$ cat config.mk
export PLATFORM = sky130hd
export DESIGN_NAME = vx_sfu_rsp_sched
export DESIGN_NICKNAME = d
export VERILOG_FILES = /design/src/rtl/vx_sfu_rsp_sched.sv
export SDC_FILE = /design/constraint.sdc
export NUM_CORES = 1
export LEC_CHECK = 0
export CAP_MARGIN = 10
export CORE_MARGIN = 2
export CORE_UTILIZATION = 45
export CTS_BUF_LIST = sky130_fd_sc_hd__clkbuf_8
export CTS_CLUSTER_DIAMETER = 40
export DETAILED_ROUTE_END_ITERATION = 10
export GPL_ROUTABILITY_DRIVEN = 0
export GPL_TIMING_DRIVEN = 0
export HOLD_SLACK_MARGIN = 0.06
export PLACE_DENSITY = 0.87
export SKIP_LAST_GASP = 1
export SLEW_MARGIN = 20
export SYNTH_ARGS = -nofsm -noshare
export SYNTH_HDL_FRONTEND = slang
export SYNTH_SLANG_ARGS = --single-unit
$ cat constraint.sdc
create_clock -name clk -period 6.2 [get_ports clk]
set_input_delay 0.93 -clock clk [delete_from_list [all_inputs] [get_ports clk]]
set_output_delay 0.93 -clock clk [all_outputs]
set_load 0.03 [all_outputs]
$ cat src/rtl/vx_sfu_rsp_sched.sv
// SFU response scheduler: round-robin arbitration of sub-unit commits into a
// 2-entry output queue feeding the gather stage, with per-input grant and
// output-stall perf counters.
module vx_sfu_rsp_sched #(
  parameter int unsigned NUM_INPUTS = 2,
  parameter int unsigned DATAW      = 64,
  parameter int unsigned PERF_W     = 16
) (
  input  logic                           clk,
  input  logic                           reset,
  input  logic [NUM_INPUTS-1:0]          valid_in,
  output logic [NUM_INPUTS-1:0]          ready_in,
  input  logic [NUM_INPUTS*DATAW-1:0]    data_in,
  output logic                           valid_out,
  input  logic                           ready_out,
  output logic [DATAW-1:0]               data_out,
  output logic [$clog2(NUM_INPUTS)-1:0]  sel_out,
  output logic [NUM_INPUTS*PERF_W-1:0]   perf_grants,
  output logic [PERF_W-1:0]              perf_stalls
);

  localparam int unsigned SEL_W = $clog2(NUM_INPUTS);
  localparam int unsigned ENT_W = DATAW + SEL_W;

  logic [1:0]                   count_q, count_d;
  logic [SEL_W-1:0]             ptr_q, ptr_d;
  logic [ENT_W-1:0]             head_q, head_d;
  logic [ENT_W-1:0]             tail_q, tail_d;
  logic [NUM_INPUTS*PERF_W-1:0] grants_q, grants_d;
  logic [PERF_W-1:0]            stalls_q, stalls_d;

  logic             grant_vld;
  logic [SEL_W-1:0] grant_idx;
  logic [SEL_W-1:0] cand;
  logic [DATAW-1:0] grant_data;
  logic             can_push;
  logic             push;
  logic             pop;

  // Queue head and perf counters are presented straight from the flops.
  assign valid_out   = (count_q != 2'd0);
  assign data_out    = head_q[ENT_W-1:SEL_W];
  assign sel_out     = head_q[SEL_W-1:0];
  assign perf_grants = grants_q;
  assign perf_stalls = stalls_q;

  assign can_push = (count_q != 2'd2);
  assign pop      = valid_out & ready_out;

  // Round-robin pick: first valid input after the last winner; the descending
  // scan lets the nearest candidate overwrite farther ones.
  always_comb begin
    grant_vld = 1'b0;
    grant_idx = '0;
    cand      = '0;
    for (int k = int'(NUM_INPUTS); k >= 1; k--) begin
      cand = SEL_W'((int'(ptr_q) + k) % int'(NUM_INPUTS));
      if (valid_in[cand]) begin
        grant_vld = 1'b1;
        grant_idx = cand;
      end
    end
  end

  // Accept strobe and selected payload; nothing is accepted while in reset.
  always_comb begin
    ready_in   = '0;
    push       = reset & can_push & grant_vld;
    grant_data = '0;
    if (push) begin
      ready_in[grant_idx] = 1'b1;
    end
    for (int i = 0; i < int'(NUM_INPUTS); i++) begin
      if (grant_idx == SEL_W'(i)) begin
        grant_data = data_in[i*DATAW +: DATAW];
      end
    end
  end

  // Next state: pop shifts tail to head, push lands in the first free slot.
  always_comb begin
    count_d  = count_q;
    ptr_d    = ptr_q;
    head_d   = head_q;
    tail_d   = tail_q;
    grants_d = grants_q;
    stalls_d = stalls_q;
    if (pop) begin
      head_d  = tail_q;
      count_d = count_q - 2'd1;
    end
    if (push) begin
      ptr_d = grant_idx;
      if (count_d == 2'd0) begin
        head_d = {grant_data, grant_idx};
      end else begin
        tail_d = {grant_data, grant_idx};
      end
      count_d = count_d + 2'd1;
      for (int i = 0; i < int'(NUM_INPUTS); i++) begin
        if (grant_idx == SEL_W'(i)) begin
          grants_d[i*PERF_W +: PERF_W] = grants_q[i*PERF_W +: PERF_W] + PERF_W'(1);
        end
      end
    end
    if (valid_out && !ready_out) begin
      stalls_d = stalls_q + PERF_W'(1);
    end
  end

  // State registers; reset empties the queue and points rr so input 0 wins.
  always_ff @(posedge clk) begin
    if (!reset) begin
      count_q  <= 2'd0;
      ptr_q    <= SEL_W'(NUM_INPUTS - 1);
      head_q   <= '0;
      tail_q   <= '0;
      grants_q <= '0;
      stalls_q <= '0;
    end else begin
      count_q  <= count_d;
      ptr_q    <= ptr_d;
      head_q   <= head_d;
      tail_q   <= tail_d;
      grants_q <= grants_d;
      stalls_q <= stalls_d;
    end
  end

endmodule

==> flow_summary.yaml <==
worst_setup_path:
  critPathMostFrequentCell: "clkdlybuf4s50_1"
  critical_path.max_stage_delay_ns: 0.77
  crit_buf_inv: 4
  criticalPathCategory: "in -> out"
  critPathArrivalTime_ns: 3.41
  endpoint_kind: "output pin"
  cp_slowest_cell: "clkdlybuf4s50_1"
  crit_family: "buffers and inverters"
  rrSetupSlack_ns: 2.42
  required_ns: 5.27
  r2r_start: "count_q[0]"
  path_cells: "clkdlybuf4s50_1, a21bo_2, clkbuf_1, buf_2, nor2_1, clkdlybuf4s50_1"
  path_max_fanout: 10
  critPathLaunchType: "input port"
  timing.rr.end: "head_q[57]"
  ff2ff_path_depth: 13
clock_network:
  cts-root-buf: "clkbuf_8"
  cts_setup_buffers: 0
  clk_pin_slew_ns: 0.10
  insertion_delay_ns: 0.47
  cts_tree: "built"
  cts.sinks: 181
  cts_resized: 0
  clk_path_buf_depth: 2
  cts.htree.levels: 4
  cts_hold_buf: 0
  cts_buffers: 17
global_routing:
  antenna_found_initial: 0
  grt_util_all_layers_pct: 24.9
  grt_pass1_wl_um: 39300
  grt_pass1_vias: 7648
  overflow: 0
  grt_max_degree: 18
sta:
  layout_setup_ws_ns: 1.86
  rsz0062_at_grt: "no"
  finalHoldViolCount: 0
  slew_viol_final: 0
  setup_viol: 0
  period_share_pct: 70.0
  fin_setup_tns_ns: 0
  slew_headroom_pct: 51.3
  min_period_ns: 4.34
  clock_skew_ns: 0.0121
  worst_pin_slew_ns: 0.730
  max_freq_mhz: 230
drt:
  dr.pass1.iters: 5
  dr.first_iter.drc_count: 393
  routed_wirelength_um: 24500
  vias: 7785
  drc: 0
  ant_nets: 0
  wire_per_inst_um: 17.7
  vias_per_cell: 5.64
placement:
  portBuffers: 248
  dp_slack_ns: 1.73
  dp_cells: 1349
  hpwlAfterDp_um: 18100
  placed_cell_area_mm2: 0.0110
synthesis:
  synth.distinct_cells: 38
  syn-mean-instance-area_um2: 9.45
  synth-seq-area-share_pct: 44.0
  ys_ff_latch: 181
  synth-edff-count: 0
  yosys.area.top_type_share_pct: 44.0
  syn-num-nets: 1011
  synthArstFlopShare_pct: 0
  synth_ff_type: "dfxtp_1"
  netlist_instances: 872
  syn_area_mm2: 0.00824
  synth.top_cells.by_area: "dfxtp_1 44%, a211oi_1 12%, mux2_2 8.7%, mux2i_1 8.3%, a21oi_1 5.2%"
  ys_warn_count: 0
  yosys.area.top_type: "dfxtp_1"
power_and_ir_drop:
  power_density_mw_per_mm2: 393
  totalPowerFinal_mw: 4.47
  max-vdd-ir-drop_uv: 224
  p_leak_nw: 4.22
die:
  die-area_mm2: 0.0194
  die_w_um: 139
  start_util_pct: 45.9
  fp.coreArea_mm2: 0.0180
  pin_count: 249
  die_h_um: 139
  num_rows: 49
worst_hold_path:
  hp-start: "perf_stalls[15]"
  hp-class: "reg -> reg"
  hold_end: "perf_stalls[15]"
  holdPathStages: 2
cells_and_area:
  design_area_mm2: 0.0114
  layout_common_cells: "248 x clkdlybuf4s50_1, 181 x dfxtp_1, 129 x a211oi_1, 93 x nor2_1, 86 x a21oi_1"
  final_common_cell: "clkdlybuf4s50_1"
  diodes: 0
  final_cells: 1381
  drive_above_1_share_pct: 11.3
  syn2layout_area_growth_pct: 38.3
  fin_nets: 1278
flow_run:
  cap_violations: 0
status:
  status: "complete, no violations"
-- cells in the mapped netlist, types with 2 or more instances --
| cell type | n |
|---|---|
| xnor2_1 | 14 |
| o21ai_0 | 15 |
| and3_1 | 2 |
| buf_1 | 2 |
| o31ai_1 | 8 |
| nand4_1 | 11 |
| nor2_1 | 93 |
| mux2_2 | 64 |
| or4_1 | 10 |
| and4_1 | 4 |
| ha_1 | 6 |
| and2_1 | 4 |
| mux2i_1 | 68 |
| nor3_1 | 4 |
| nand3_1 | 18 |
| nor2b_1 | 2 |
| dfxtp_1 | 181 |
| xor2_1 | 11 |
| inv_1 | 7 |
| buf_2 | 26 |
| and4bb_2 | 2 |
| a21oi_1 | 86 |
| and4b_1 | 2 |
| a211oi_1 | 129 |
| nand2_1 | 26 |
| nor4_1 | 4 |
| clkbuf_1 | 47 |
| or3_1 | 11 |
| a21bo_2 | 2 |
| nand2b_1 | 3 |
| or2_2 | 3 |
-- logic make-up (layout without fill, tap and decap cells) --
logic type | Yosys count | count (layout) | synth area share [%]
AOI/OAI and AO/OA | 243 | 243 | 19.2
muxes | 132 | 132 | 17.0
DFF | 181 | 181 | 44.0
and+or+nand+nor | 203 | 203 | 12.2
xor gates and xnor gates | 25 | 25 | 2.66
adders and majority gates | 6 | 6 | 0.911
buffers and inverters | 82 | 362 | 4.13
-- worst max path at each step --
stage / depth (start not counted) / from / slack, ns / to
after global placement: 6 / valid_in[0] / 1.86 / ready_in[1]
after detailed placement: 12 / ready_out / 1.73 / head_q[57]
final: 6 / valid_in[0] / 1.86 / ready_in[1]
after global routing: 6 / valid_in[0] / 1.83 / ready_in[1]
after floorplan: 4 / valid_in[1] / 3.27 / ready_in[1]
after CTS: 6 / valid_in[0] / 1.90 / ready_in[1]
-- worst reg2reg max path: cells and delay by family, from the launching register on --
| kind | cells | cell delay [ns] |
|---|---|---|
| AO/OA/AOI/OAI | 2 | 0.45 |
| AND/OR/NAND/NOR | 4 | 0.51 |
| flip-flops | 1 | 0.32 |
| adder cells (fa/ha/maj) | 2 | 0.45 |
| buffers and inverters | 5 | 1.96 |
-- per-stage QoR --
step	utilization, %	hold WS [ns]
finish	63.4	0.501
global route	63.4	0.521
CTS	63.4	0.497
detailed placement	61.3	0.477
global placement	61.3	0.461
floorplan	-	0.487
-- report_power, final --
part | switching (mW) | internal [mW] | total, mW
Clock | 0.458 | 0.339 | 0.797
Sequential | 0.156 | 1.46 | 1.61
Combinational | 1.19 | 0.870 | 2.06
Total | 1.81 | 2.67 | 4.47
-- sequential cells by signal, indices dropped and copies added, names as in the netlist --
name         count
tail_q          65
perf_stalls     16
head_q          65
ptr_q            1
perf_grants     32
count_q          2
-- cell type report --
type	instances	area, um^2
fill	1474	6570
multi-input combinational	609	4270
sequential	181	3620
timing repair buffer	248	2480
buffer	75	314
tap	229	287
clock buffer	18	248
clock inverter	14	139
inverter	7	26.3
-- metal layers --
metal / track usage (%) / vias to the layer above / wire length [um]
met5: 0 / - / 0
met4: 7.60 / 0 / 514
met3: 5.75 / 35 / 1810
met2: 42.1 / 314 / 12000
met1: 31.7 / 3684 / 10200
li1: - / 3752 / -
No activity file was read; power rests on OpenSTA's default activity.
